[src/rtl/arb_mux_n_pkg.sv]
// Shared constants for the arbitrated N-channel mux: arbitration modes and
// the select-width helper (one bit minimum so a single channel still has a port).
package arb_mux_n_pkg;

  localparam logic ARB_RR    = 1'b0;
  localparam logic ARB_FIXED = 1'b1;

  function automatic int sel_w(input int n);
    return (n > 1) ? $clog2(n) : 1;
  endfunction

endpackage

[src/rtl/arb_mux_n_if.sv]
// Handshake bundle between N producers, the arbitrated mux and one consumer.
// slave is the mux view; master is the producer/consumer view.
interface arb_mux_n_if #(
  parameter int WIDTH = 32,
  parameter int NCH   = 4
);
  localparam int SELW = arb_mux_n_pkg::sel_w(NCH);

  logic [NCH*WIDTH-1:0] in_data;
  logic [NCH-1:0]       in_valid;
  logic [NCH-1:0]       in_ready;
  logic [WIDTH-1:0]     out_data;
  logic [SELW-1:0]      out_sel;
  logic                 out_valid;
  logic                 out_ready;

  modport slave (
    input  in_data, in_valid, out_ready,
    output in_ready, out_data, out_sel, out_valid
  );

  modport master (
    output in_data, in_valid, out_ready,
    input  in_ready, out_data, out_sel, out_valid
  );

endinterface

[src/rtl/arb_mux_n_rr_arbiter.sv]
// Grant selection for the mux: round-robin from ptr, or fixed lowest-index wins.
// Combinational grant; ptr advances one past the winner only when advance is set.
module arb_mux_n_rr_arbiter
  import arb_mux_n_pkg::*;
#(
  parameter int NCH  = 4,
  parameter int SELW = 2
) (
  input  logic            clk,
  input  logic            rst_n,
  input  logic [NCH-1:0]  req,
  input  logic            mode,
  input  logic            advance,
  output logic [NCH-1:0]  gnt_oh,
  output logic [SELW-1:0] gnt_idx,
  output logic            any
);

  logic [SELW-1:0] ptr;
  logic [NCH-1:0]  hi;
  logic            any_hi;

  // Requests at or above ptr win first; otherwise fall back to lowest overall,
  // which together is the circular search ptr, ptr+1, ..., ptr-1.
  always_comb begin
    hi      = '0;
    gnt_oh  = '0;
    gnt_idx = '0;
    any     = 1'b0;
    for (int i = 0; i < NCH; i++) begin
      hi[i] = req[i] && (mode == ARB_RR) && (i >= int'(ptr));
    end
    any_hi = |hi;
    for (int i = 0; i < NCH; i++) begin
      if (!any && (any_hi ? hi[i] : req[i])) begin
        any       = 1'b1;
        gnt_oh[i] = 1'b1;
        gnt_idx   = SELW'(i);
      end
    end
  end

  always_ff @(posedge clk) begin
    if (!rst_n) begin
      ptr <= '0;
    end else if (advance && (mode == ARB_RR)) begin
      ptr <= (int'(gnt_idx) + 1 == NCH) ? '0 : gnt_idx + 1'b1;
    end
  end

endmodule

[src/rtl/arb_mux_n.sv]
// N:1 arbitrated mux into a one-entry output register; 1-cycle latency.
// Accepts while empty or draining (full throughput); in_ready all-zero while stalled.
module arb_mux_n
  import arb_mux_n_pkg::*;
#(
  parameter int WIDTH = 32,
  parameter int NCH   = 4,
  parameter int MODE  = 0
) (
  input  logic     clk,
  input  logic     rst_n,
  arb_mux_n_if.slave bus
);

  localparam int SELW = sel_w(NCH);

  logic [NCH-1:0]   gnt_oh;
  logic [SELW-1:0]  gnt_idx;
  logic             any;
  logic             can_load;
  logic             load;
  logic [WIDTH-1:0] sel_word;
  logic [WIDTH-1:0] data_q;
  logic [SELW-1:0]  sel_q;
  logic             valid_q;

  arb_mux_n_rr_arbiter #(
    .NCH  (NCH),
    .SELW (SELW)
  ) u_arb (
    .clk     (clk),
    .rst_n   (rst_n),
    .req     (bus.in_valid),
    .mode    ((MODE == 1) ? ARB_FIXED : ARB_RR),
    .advance (load),
    .gnt_oh  (gnt_oh),
    .gnt_idx (gnt_idx),
    .any     (any)
  );

  assign can_load     = !valid_q || bus.out_ready;
  assign load         = rst_n && can_load && any;
  assign bus.in_ready = load ? gnt_oh : '0;

  always_comb begin
    sel_word = '0;
    for (int i = 0; i < NCH; i++) begin
      if (gnt_oh[i]) sel_word = bus.in_data[i*WIDTH +: WIDTH];
    end
  end

  always_ff @(posedge clk) begin
    if (!rst_n) begin
      valid_q <= 1'b0;
      data_q  <= '0;
      sel_q   <= '0;
    end else if (load) begin
      valid_q <= 1'b1;
      data_q  <= sel_word;
      sel_q   <= gnt_idx;
    end else if (bus.out_ready) begin
      valid_q <= 1'b0;
    end
  end

  assign bus.out_valid = valid_q;
  assign bus.out_data  = data_q;
  assign bus.out_sel   = sel_q;

endmodule

[src/flat_wrapper.sv]
// flat-port wrapper written by rule: the top's interface ports become plain ports
module arb_mux_n_flat import arb_mux_n_pkg::*;
#(
  parameter int WIDTH = 32,
  parameter int NCH   = 4,
  parameter int MODE  = 0
)
  (clk, rst_n, bus_in_data, bus_in_valid, bus_out_ready, bus_in_ready, bus_out_data, bus_out_sel, bus_out_valid);
  arb_mux_n_if #(.WIDTH(WIDTH), .NCH(NCH)) bus_i ();
  input  logic clk;
  input  logic rst_n;
  input wire logic [$bits(bus_i.in_data)-1:0] bus_in_data;
  input wire logic [$bits(bus_i.in_valid)-1:0] bus_in_valid;
  input wire logic [$bits(bus_i.out_ready)-1:0] bus_out_ready;
  output wire logic [$bits(bus_i.in_ready)-1:0] bus_in_ready;
  output wire logic [$bits(bus_i.out_data)-1:0] bus_out_data;
  output wire logic [$bits(bus_i.out_sel)-1:0] bus_out_sel;
  output wire logic [$bits(bus_i.out_valid)-1:0] bus_out_valid;
  assign bus_i.in_data = bus_in_data;
  assign bus_i.in_valid = bus_in_valid;
  assign bus_i.out_ready = bus_out_ready;
  assign bus_in_ready = bus_i.in_ready;
  assign bus_out_data = bus_i.out_data;
  assign bus_out_sel = bus_i.out_sel;
  assign bus_out_valid = bus_i.out_valid;
  arb_mux_n #(.WIDTH(WIDTH), .NCH(NCH), .MODE(MODE)) u_core (.clk(clk), .rst_n(rst_n), .bus(bus_i));
endmodule
[config.mk]
export PLATFORM = sky130hd
export DESIGN_NAME = arb_mux_n_flat
export DESIGN_NICKNAME = d
export VERILOG_FILES = /design/src/rtl/arb_mux_n_pkg.sv /design/src/rtl/arb_mux_n_if.sv /design/src/rtl/arb_mux_n_rr_arbiter.sv /design/src/rtl/arb_mux_n.sv /design/src/flat_wrapper.sv
export SDC_FILE = /design/constraint.sdc
export NUM_CORES = 1
export LEC_CHECK = 0
export CORE_UTILIZATION = 34
export CTS_CLUSTER_DIAMETER = 120
export DETAILED_ROUTE_END_ITERATION = 8
export GPL_ROUTABILITY_DRIVEN = 0
export GPL_TIMING_DRIVEN = 0
export PLACE_DENSITY = 0.77
export SETUP_SLACK_MARGIN = 0.5
export SLEW_MARGIN = 20
export SYNTH_ARGS = -nofsm -noshare
export SYNTH_HDL_FRONTEND = slang
export SYNTH_SLANG_ARGS = --single-unit
[constraint.sdc]
create_clock -name clk -period 2.5 [get_ports clk]
set_clock_uncertainty 0.2 [all_clocks]
set_input_delay 0.5 -clock clk [delete_from_list [all_inputs] [get_ports clk]]
set_output_delay 0.5 -clock clk [all_outputs]
set_load 0.01 [all_outputs]
==> results of run 1 <==
==> cell usage in the layout (no fill, tap or decap), drive strengths merged <==
master	netlist	final
o21ai	68	68
and3	2	2
o221a	1	1
a32o	1	1
o2bb2ai	1	1
dfxtp	37	37
nand3b	1	1
o221ai	1	1
a21oi	5	5
a211oi	32	32
dlygate4sd2	0	2
inv	4	4
buf	23	62
clkinv	0	1
clkbuf	5	11
nor2b	2	2
nand2b	1	1
o211a	3	3
clkdlybuf4s50	0	163
bufbuf	0	2
and2	3	3
nand2	33	33
nor2	4	4
a21boi	2	2
a22o	32	32
o22ai	1	1
a31o	1	1
nor4	1	1
==> worst paths after layout <==
check	startpoint	to	slack, ps	depth (start not counted)
worst max-delay path	u_core.u_arb.ptr[1]$_SDFFE_PN0P_	bus_in_ready[2]	170	7
worst min-delay path	u_core.bus.out_data[13]$_SDFFE_PN0P_	u_core.bus.out_data[13]$_SDFFE_PN0P_	250	2
worst max register to register	u_core.u_arb.ptr[1]$_SDFFE_PN0P_	u_core.bus.out_data[12]$_SDFFE_PN0P_	350	7
worst min register to register	u_core.bus.out_data[13]$_SDFFE_PN0P_	u_core.bus.out_data[13]$_SDFFE_PN0P_	250	2
==> synthesized netlist by cell type, drive strengths merged <==
| library cell | number | area (um^2) |
|---|---|---|
| a21oi | 5 | 25.0 |
| nand2b | 1 | 6.26 |
| a21boi | 2 | 15.0 |
| and2 | 3 | 21.3 |
| buf | 23 | 176 |
| nand3b | 1 | 7.51 |
| o22ai | 1 | 6.26 |
| a211oi | 32 | 385 |
| o221ai | 1 | 8.76 |
| a32o | 1 | 11.3 |
| nor4 | 1 | 12.5 |
| a22o | 32 | 280 |
| dfxtp | 37 | 741 |
| o211a | 3 | 30.0 |
| and3 | 2 | 12.5 |
| nand2 | 33 | 124 |
| o2bb2ai | 1 | 8.76 |
| nor2b | 2 | 15.0 |
| o21ai | 68 | 340 |
| nor2 | 4 | 15.0 |
| o221a | 1 | 11.3 |
| clkbuf | 5 | 20.0 |
| a31o | 1 | 8.76 |
| inv | 4 | 15.0 |
==> layout make-up <==
| class | count | share of cell area |
|---|---|---|
| timing repair buffer | 205 | 0.436 |
| tap | 77 | 0.0207 |
| clock buffer | 7 | 0.0207 |
| inverter | 4 | 0.00323 |
| sequential | 37 | 0.160 |
| clock inverter | 1 | 0.00108 |
| multi-input combinational | 195 | 0.296 |
| buffer | 28 | 0.0632 |
==> where the power goes <==
part	leakage (nW)	switching, W	internal (W)	total [W]
Combinational	1.45	0.000368	0.000591	0.000959
Sequential	0.307	0.0000387	0.000663	0.000701
Clock	0.0542	0.000230	0.000250	0.000480
==> critical path: cells and delay by family, from the launching register on <==
kind                   cells  cell delay, ps
buffers and inverters      4             470
and+or+nand+nor            1             140
DFF                        1             340
AOI/OAI and AO/OA          2             390
==> state kept, by name (all words and copies together), names as in the netlist <==
name                  count
u_core.bus.out_valid      1
u_core.bus.out_sel        2
u_core.u_arb.ptr          2
u_core.bus.out_data      32
==> kinds of logic (layout without fill, tap and decap cells) <==
logic type      count (synthesis)  count (layout)
compound gates                148             148
buf+inv                        32             245
flops                          37              37
simple gates                   47              47
==> per-layer routing <==
metal | routed length [um] | vias up
li1 | - | 1418
met1 | 3720 | 1328
met2 | 4480 | 111
met3 | 605 | 14
met4 | 167 | 0
met5 | 0 | -
==> stage by stage <==
step / total power, W / utilization
floorplan: 0.00112 / -
global placement: 0.00156 / 0.646
detailed placement: 0.00157 / 0.646
CTS: 0.00213 / 0.712
global route: 0.00225 / 0.725
finish: 0.00214 / 0.725
==> timing repair <==
| action | 4_1_cts | 5_1_grt |
|---|---|---|
| cloned | 4 | 0 |
| setup endpoints to repair | 40 | 36 |
| buffers inserted | 21 | 8 |
| endpoints found under the hold margin | 0 | 0 |
| pin swaps | 8 | 3 |
| hold buffers | 0 | 0 |
| gates resized for setup | 71 | 9 |
==> key figures, run 1 <==
Global routing
  • Met3 Resource Use GR: 0.0521
  • Gr ovfl total: 0
  • Overall routing resource usage: 0.257
  • Initial antenna violation count: 0
  • Met1 usage: 0.319
  • Largest net degree at the start of global routing: 12
  • First-pass GRT wire length: between 10 and 15 mm
  • Vias in the first global route: between 2000 and 3000
  • Met2 usage: 0.451
  • Most Used Layer, Global Route: met2

Timing
  • Setup Viol. Count Final: 0
  • Final setup TNS: 0 ps
  • Max transition margin: 0.643
  • Crit share post-route: 0.933
  • Max-slew violations: 0
  • RSZ-0062 raised after global routing: yes
  • Least-Margin Pin Slew: ~540 ps
  • Max Clk Rate: around 430 MHz
  • Hold Fails Final Rpt: 0
  • Worst Hold Margin: ~250 ps
  • Setup WS post-layout: ~170 ps
  • Final Critical Period: roughly 2300 ps

Routing
  • # DRC: 25
  • Vias per cell: 5.18
  • Total Routed Length: 8.97 mm
  • Vias: around 2900
  • Total iterations of the first detailed-routing run: 7
  • Final antenna-violating net count: 0
  • WL/cell: roughly 16 um
  • 1st-iter DRT viols: 90

Yosys
  • Flops & latches, synth: 37
  • Adder and majority gate portion of the synthesized area: 0
  • Cells after Synth: around 260
  • Synthesized cell area: between 2000 and 2500 um^2
  • Sequential cell area fraction in the yosys report: 0.322
  • Netlist cell types: 32
  • Post-Synth XOR/XNOR Area: 0
  • Yosys warns: 0
  • Mux contribution to synthesized area: 0
  • Main combinational cell family by area after synthesis: compound AO/OA/AOI/OAI gates
  • Synth Area per Inst: roughly 8.7 um^2
  • Synth Area in Simple Gates: 0.0931
  • Syn nets: 399
  • Compound-gate portion of the synthesized area: 0.492

Placement
  • Post-DP Area: 4150 um^2
  • Port Buffers: roughly 170
  • DP Cell Count: 513
  • Hpwl dp: between 6 and 7 mm
  • Pre-CTS setup slack: -905 ps

Worst setup path
  • CP Cell Sequence: buf_6 -> o211a_1 -> a31o_1 -> buf_6 -> buf_8 -> and2_4 -> buf_6
  • Worst path most repeated cell: buf_6
  • Slowest-stage cell, CP: dfxtp_2
  • Worst setup SP type: flip-flop
  • Worst setup EP type: output pin
  • Max FO, Critical Path: 4
  • Kind of critical path: reg -> out
  • Crit path DAT: 1630 ps
  • Slowest Stage Delay on Critical Path: between 300 and 400 ps
  • Required @ worst endpoint: roughly 1800 ps

Final layout
  • Multi-input logic area: about 1400 um^2
  • Fin cells: approximately 550
  • Final instance area: roughly 4700 um^2
  • FF+latch area: 743 um^2
  • Nets: roughly 600
  • Ant diodes: 0
  • Fraction of layout cells with a size suffix above 1: 0.247
  • Fill cell count: about 540
  • P&R area growth vs syn: 103%

CTS
  • CTS buffer count: 5
  • Clock root cell: clkbuf_8
  • Clk buf depth: 2
  • CTS clock-pin slew for the worst setup and hold paths: around 80 ps
  • CTS H-Tree Depth: 2
  • TritonCTS Sinks: 37
  • Worst skew pair latency: approximately 290 ps
  • Clock tree from TritonCTS: built

Floorplan
  • Die Span X: between 80 and 90 um
  • Die height: about 84 um
  • Area of the die: 7090 um^2
  • Starting density of the core: 0.358
  • Total I/O pin count: around 170
  • Row cnt: 29
  • Core ar.: around 6400 um^2

Power
  • Power Density: 460 nW/um^2
  • Leak: around 1.8 nW
  • Max rail drop VDD: 0.224 mV

Run
  • Max-Cap Viols: 0

Run status
  • Failing checks: design-rule violations
  • Status: finished, violations left

Min path
  • Hold WC Path Type: reg -> reg
Note: power is estimated with default switching activity, not from simulation.
==> inputs of run 2 (changes only) <==
--- a/config.mk
+++ b/config.mk
@@ -7,5 +7,5 @@
 export LEC_CHECK = 0
 export CORE_UTILIZATION = 34
-export CTS_CLUSTER_DIAMETER = 120
+export CTS_CLUSTER_DIAMETER = 150
 export DETAILED_ROUTE_END_ITERATION = 8
 export GPL_ROUTABILITY_DRIVEN = 0
==> constraint.sdc (replaced) <==
create_clock -name clk -period 2.5 [get_ports clk]
set_clock_uncertainty 0.2 [all_clocks]
set_input_delay 0.5 -clock clk [delete_from_list [all_inputs] [get_ports clk]]
set_output_delay 0.5 -clock clk [all_outputs]
set_load 0.005 [all_outputs]
==> run 2 against run 1 <==
The run still ends with design-rule violations left. Total power up 3.7%. First-iteration DRC count up 23%. Global-route usage down 1.7 points. Critical path type unchanged. Critical endpoint unchanged.
==> key figures, run 2 (synthesis gave the netlist of run 1 again) <==
Run status
  • Status: finished, violations left
  • Failing checks: design-rule violations

Timing
  • Max transition margin: 0.718 (+0.0759)
  • Max-slew violations: 0 (unchanged)
  • Worst Hold Margin: 244 ps (-2.76 ps)
  • Hold Fails Final Rpt: 0 (unchanged)
  • Setup Viol. Count Final: 0 (unchanged)
  • Crit share post-route: 0.930 (-0.00355)
  • Final Critical Period: 2320 ps (-8.88 ps)
  • Least-Margin Pin Slew: 422 ps (-114 ps)
  • Max Clk Rate: 430 MHz (+0.38%)
  • RSZ-0062 raised after global routing: yes
  • Final setup TNS: 0 ps (unchanged)

Final layout
  • Fraction of layout cells with a size suffix above 1: 0.217 (-0.0305)
  • Final instance area: 4510 um^2 (-3.2%)
  • Most frequent cells in the layout: clkdlybuf4s50_1 (163), o21ai_0 (36), dfxtp_1 (35)
  • P&R area growth vs syn: 96.1%
  • Largest register FFs: 32 (unchanged)
  • Nets: 595 (-2.6%)
  • Commonest non-fill, non-tap cell in the layout: clkdlybuf4s50_1
  • Fin cells: 538 (-2.9%)
  • Ant diodes: 0 (unchanged)

CTS
  • # hold bufs at CTS: 0 (unchanged)
  • CTS H-Tree Depth: 2 (unchanged)
  • Clk buf depth: 2 (unchanged)
  • Worst skew pair latency: 290 ps (about the same)
  • Clock tree from TritonCTS: built
  • CTS buffer count: 5 (unchanged)
  • Clock root cell: clkbuf_8
  • CTS clock-pin slew for the worst setup and hold paths: 80 ps (about the same)
  • TritonCTS Sinks: 37 (unchanged)

Min path
  • Hold WC Path Type: reg -> reg
  • Hold path startpoint: u_core.bus.out_data[5]$_SDFFE_PN0P_
  • Worst Hold Path Cells: 2 (unchanged)
  • Hold endpoint: u_core.bus.out_data[5]$_SDFFE_PN0P_

Floorplan
  • Area of the die: 7090 um^2 (unchanged)
  • Row cnt: 29 (unchanged)
  • Starting density of the core: 0.358 (unchanged)
  • Die Span X: 84.2 um (unchanged)
  • Die height: 84.2 um (unchanged)
  • Total I/O pin count: 174 (unchanged)
  • Core ar.: 6420 um^2 (unchanged)

Global routing
  • Gr ovfl total: 0 (unchanged)
  • First-pass GRT wire length: 13.5 mm (-5.9%)
  • Vias in the first global route: 2817 (-4.6%)
  • Largest net degree at the start of global routing: 13 (+1)
  • Initial antenna violation count: 0 (unchanged)
  • Overall routing resource usage: 0.240 (-0.0170)

Power
  • Leak: 1.72 nW (-5.1%)
  • Power Density: 493 nW/um^2 (+7.1%)
  • Max rail drop VDD: 0.289 mV (+29%)

Worst setup path
  • Worst setup SP type: flip-flop
  • Slowest-stage cell, CP: dfxtp_2
  • CP Buf/Inv Count: 4 (unchanged)
  • CP Cell Sequence: buf_6 -> o211a_1 -> a31o_1 -> buf_6 -> buf_8 -> and2_4 -> buf_6
  • Kind of critical path: reg -> out
  • Max FO, Critical Path: 5 (+1)
  • Worst path most repeated cell: buf_6
  • R2R depth: 8 (+1)
  • CP top delay family: buffers and inverters
  • Worst R2R Setup Slack: 530 ps (+180 ps)
  • Slowest Stage Delay on Critical Path: 340 ps (about the same)
  • Reg2reg start: u_core.u_arb.ptr[1]$_SDFFE_PN0P_
  • Reg2reg end: u_core.bus.out_data[29]$_SDFFE_PN0P_
  • Worst setup EP type: output pin
  • Crit path DAT: 1620 ps (about the same)
  • Required @ worst endpoint: 1800 ps (about the same)

Run
  • Max-Cap Viols: 0 (unchanged)

Routing
  • Total iterations of the first detailed-routing run: 6 (-1)
  • 1st-iter DRT viols: 111 (+23%)
  • Vias: 2804 (-2.3%)
  • # DRC: 26 (+4.0%)
  • Vias per cell: 5.21 (+0.57%)
  • Total Routed Length: 8.70 mm (-3.0%)
  • WL/cell: 16.2 um (-0.12%)
  • Final antenna-violating net count: 0 (unchanged)

Placement
  • DP Cell Count: 513 (unchanged)
  • Post-DP Area: 4160 um^2 (+0.24%)
  • Hpwl dp: 6.25 mm (about the same)
  • Port Buffers: 172 (unchanged)
-- run 2: cell count changes in the layout (fill, tap and decap cells not counted), sizes merged --
cell and change:
buf -14, bufbuf -2, bufinv +2, clkbuf -2
-- run 2: tightest hold or removal path, cell delays in order, from the launching register on --
cell	delay, ps
dfxtp_1	310
nand2_1	50
o21ai_1	50
-- run 2: how the worst max path moves through the flow --
stage | start | endpoint | slack, ps | cells past startpoint
2_1_floorplan | bus_in_valid[3] | bus_in_ready[2] | 400 | 6
3_3_place_gp | bus_in_valid[3] | bus_in_ready[2] | -790 | 8
3_5_place_dp | bus_in_valid[3] | bus_in_ready[3] | -820 | 8
4_1_cts | bus_in_valid[2] | bus_in_ready[2] | 190 | 8
5_1_grt | bus_in_valid[0] | bus_in_ready[2] | 110 | 8
6_report | u_core.u_arb.ptr[1]$_SDFFE_PN0P_ | bus_in_ready[2] | 180 | 7
-- run 2: area by class of cell --
| cell class | count | area, um^2 |
|---|---|---|
| fillers | 515 | 1920 |
| repair buffers | 189 | 1860 |
| multi-input cells | 195 | 1380 |
| flip-flops and latches | 37 | 743 |
| plain buffers | 28 | 274 |
| well taps | 77 | 96.3 |
| clock buffers | 5 | 68.8 |
| clock inverters | 3 | 65.1 |
| inverters | 4 | 15.0 |
-- run 2: where the power goes --
group	internal (W)	total (W)	switching (W)	leakage, nW
clock	0.000397	0.000620	0.000224	0.0681
combinational	0.000559	0.000897	0.000338	1.34
sequential	0.000663	0.000702	0.0000398	0.307
total	0.00162	0.00222	0.000602	1.72
-- run 2: layer usage --
metal / vias to the layer above / GRT usage / wire length (um)
met3: 10 / 0.0600 / 713
met4: 0 / 0.0580 / 98
met2: 120 / 0.427 / 4310
met5: - / 0 / 0
li1: 1390 / - / -
met1: 1284 / 0.290 / 3580
-- run 2: per-stage QoR --
| step | setup slack [ps] | total power, W | util |
|---|---|---|---|
| 3_3_place_gp | -787 | 0.00154 | 0.647 |
| 5_1_grt | 110 | 0.00233 | 0.702 |
| 6_report | 176 | 0.00222 | 0.702 |
| 2_1_floorplan | 398 | 0.00110 | - |
| 3_5_place_dp | -815 | 0.00155 | 0.647 |
| 4_1_cts | 186 | 0.00221 | 0.688 |
-- run 2: timing repair --
item,4_1_cts,5_1_grt
setup buffers,11,5
gates resized for setup,55,15
endpoints found under the setup margin,40,35
cloned,1,0
pin swaps,7,5
==> inputs of run 3 (changes only) <==
- REMOVE_ABC_BUFFERS: not set -> 1
==> run 3 against run 2 <==
The flow still finishes with violations (design-rule violations). Critical endpoint unchanged. Combinational power increased by 14%. Sequential cell count did not move. Design area grew 4.9%. Count of clock-buffer cells in the layout up 3.
==> key figures, run 3 (synthesis gave the netlist of run 1 again) <==
Worst setup path
  • Kind of critical path: reg -> out
  • Worst setup EP type: output pin
  • Worst setup SP type: flip-flop
  • Required @ worst endpoint: 1800 ps (about the same)
  • Crit path DAT: 1600 ps (-20 ps)
  • Max FO, Critical Path: 4 (-1)
  • Worst R2R Setup Slack: 400 ps (-130 ps)

Run status
  • Status: finished, violations left
  • Failing checks: design-rule violations

Run
  • Max-Cap Viols: 0 (unchanged)

Placement
  • Pre-CTS setup slack: -1370 ps (-555 ps)
  • Hpwl dp: 6.10 mm (-2.4%)
  • Port Buffers: 173 (+0.58%)

CTS
  • CTS clock-pin slew for the worst setup and hold paths: 80 ps (about the same)
  • CTS H-Tree Depth: 2 (unchanged)
  • Clk buf depth: 2 (unchanged)
  • Worst skew pair latency: 290 ps (about the same)
  • Clock tree from TritonCTS: built
  • CTS buffer count: 5 (unchanged)
  • # hold bufs at CTS: 0 (unchanged)
  • Clock root cell: clkbuf_8
  • TritonCTS Sinks: 37 (unchanged)

Power
  • Sw Share: 0.316 (+0.0453)
  • Part of the power in registers: 0.330 (+0.014)
  • Cell internal pwr: 0.00146 W (-9.6%)
  • Combinational power share: 0.478 (+0.074)
  • Max rail drop VDD: 0.247 mV (-14%)
  • Sw Pwr: 0.000677 W (+13%)
  • Power Density: 453 nW/um^2 (-8.0%)
  • Clock Power Share: 0.192 (-0.087)
  • Leak: 1.74 nW (+1.5%)

Timing
  • RSZ-0062 raised after global routing: yes
  • Worst Hold Margin: 246 ps (+1.90 ps)
  • Final setup TNS: 0 ps (unchanged)
  • Crit share post-route: 0.919 (-0.0111)
  • Max-slew violations: 0 (unchanged)
  • Least-Margin Pin Slew: 633 ps (+211 ps)
  • Setup WS post-layout: 204 ps (+27.8 ps)
  • Max transition margin: 0.578 (-0.140)
  • Hold Fails Final Rpt: 0 (unchanged)
  • Max Clk Rate: 435 MHz (+1.2%)
  • Final Critical Period: 2300 ps (-27.8 ps)
  • Setup Viol. Count Final: 0 (unchanged)

Routing
  • WL/cell: 21.6 um (+34%)
  • Vias: 3099 (+11%)
  • Final antenna-violating net count: 0 (unchanged)
  • 1st-iter DRT viols: 190 (+71%)
  • Total iterations of the first detailed-routing run: 7 (+1)
  • Vias per cell: 5.75 (+10%)
  • # DRC: 26 (unchanged)
  • Total Routed Length: 11.7 mm (+34%)

Final layout
  • Nets: 596 (+0.17%)
  • Most frequent cells in the layout: clkdlybuf4s50_1 (163), o21ai_0 (35), dfxtp_1 (35)
  • Core Util, Final: 0.736 (+0.0341)
  • Ant diodes: 0 (unchanged)
  • Fraction of layout cells with a size suffix above 1: 0.251 (+0.0342)
  • Largest register FFs: 32 (unchanged)
  • Commonest non-fill, non-tap cell in the layout: clkdlybuf4s50_1
  • Fill cell count: 491 (-4.7%)
  • P&R area growth vs syn: 106%

Floorplan
  • Area of the die: 7090 um^2 (unchanged)
  • Die Span X: 84.2 um (unchanged)
  • Core ar.: 6420 um^2 (unchanged)
  • Row cnt: 29 (unchanged)
  • Starting density of the core: 0.358 (unchanged)
  • Total I/O pin count: 174 (unchanged)
  • Die height: 84.2 um (unchanged)

Global routing
  • Largest net degree at the start of global routing: 21 (+8)
  • Initial antenna violation count: 0 (unchanged)
  • Gr ovfl total: 0 (unchanged)
  • Vias in the first global route: 3119 (+11%)
  • Overall routing resource usage: 0.304 (+0.0634)
  • First-pass GRT wire length: 16.5 mm (+22%)

Min path
  • Hold WC Path Type: reg -> reg
-- run 3: cell count changes in the layout (fill, tap and decap cells not counted), moves of 3 or more --
| cell | before | now |
|---|---|---|
| clkbuf_16 | 0 | 3 |
| buf_4 | 14 | 21 |
| buf_8 | 7 | 1 |
| buf_2 | 10 | 0 |
| a21oi_2 | 3 | 0 |
| buf_12 | 2 | 5 |
| o211a_4 | 0 | 3 |
| a21oi_4 | 0 | 3 |
-- run 3: final timing paths --
check | start | end | cells past startpoint
worst max-delay path | u_core.u_arb.ptr[0]$_SDFFE_PN0P_ | bus_in_ready[2] | 6
worst min-delay path | u_core.bus.out_data[10]$_SDFFE_PN0P_ | u_core.bus.out_data[10]$_SDFFE_PN0P_ | 2
worst max register to register | u_core.u_arb.ptr[0]$_SDFFE_PN0P_ | u_core.bus.out_data[20]$_SDFFE_PN0P_ | 8
worst min register to register | u_core.bus.out_data[10]$_SDFFE_PN0P_ | u_core.bus.out_data[10]$_SDFFE_PN0P_ | 2
-- run 3: cell type report --
class | instances | area (um^2) | area share
Clock buffer | 8 | 80.1 | 0.0169
Inverter | 4 | 18.8 | 0.00397
Multi-Input combinational cell | 201 | 1600 | 0.338
Sequential cell | 37 | 748 | 0.158
Tap cell | 77 | 96.3 | 0.0204
Timing Repair Buffer | 212 | 2180 | 0.462
-- run 3: power groups by stage --
stage	Combinational [W]	Clock (W)	Sequential, W
2_1_floorplan	0.000312	0	0.000719
3_3_place_gp	0.000755	0	0.000711
3_5_place_dp	0.000794	0	0.000718
4_1_cts	0.000940	0.000414	0.000704
5_1_grt	0.00108	0.000446	0.000716
6_report	0.00102	0.000411	0.000707
-- run 3: through the flow --
step / total power (W) / instances / cell area, um^2
finish: 0.00214 / 539 / 4720
global route: 0.00224 / 539 / 4720
CTS: 0.00206 / 527 / 4500
detailed placement: 0.00151 / 489 / 4020
global placement: 0.00147 / 486 / 3930
floorplan: 0.00103 / 236 / 2100
-- run 3: timing repair --
action                     CTS  global route
pin swaps                   10            30
buffers inserted            25             8
gates resized for setup     80            24
gates cloned                 5             4
setup endpoints to repair   40            33
-- run 3: per-layer routing --
| layer | up-vias | global-route usage | routed length [um] |
|---|---|---|---|
| li1 | 1410 | - | - |
| met1 | 1454 | 0.318 | 4300 |
| met2 | 201 | 0.550 | 5670 |
| met3 | 34 | 0.109 | 1250 |
| met4 | 0 | 0.127 | 430 |
| met5 | - | 0 | 0 |
-- run 3: worst max-delay path: stages, from the launching register on --
cell        delay, ps
dfxtp_4           380
clkinvlp_4        150
o211a_4           180
a31o_4            220
clkbuf_16         140
and2_4            130
buf_6             100
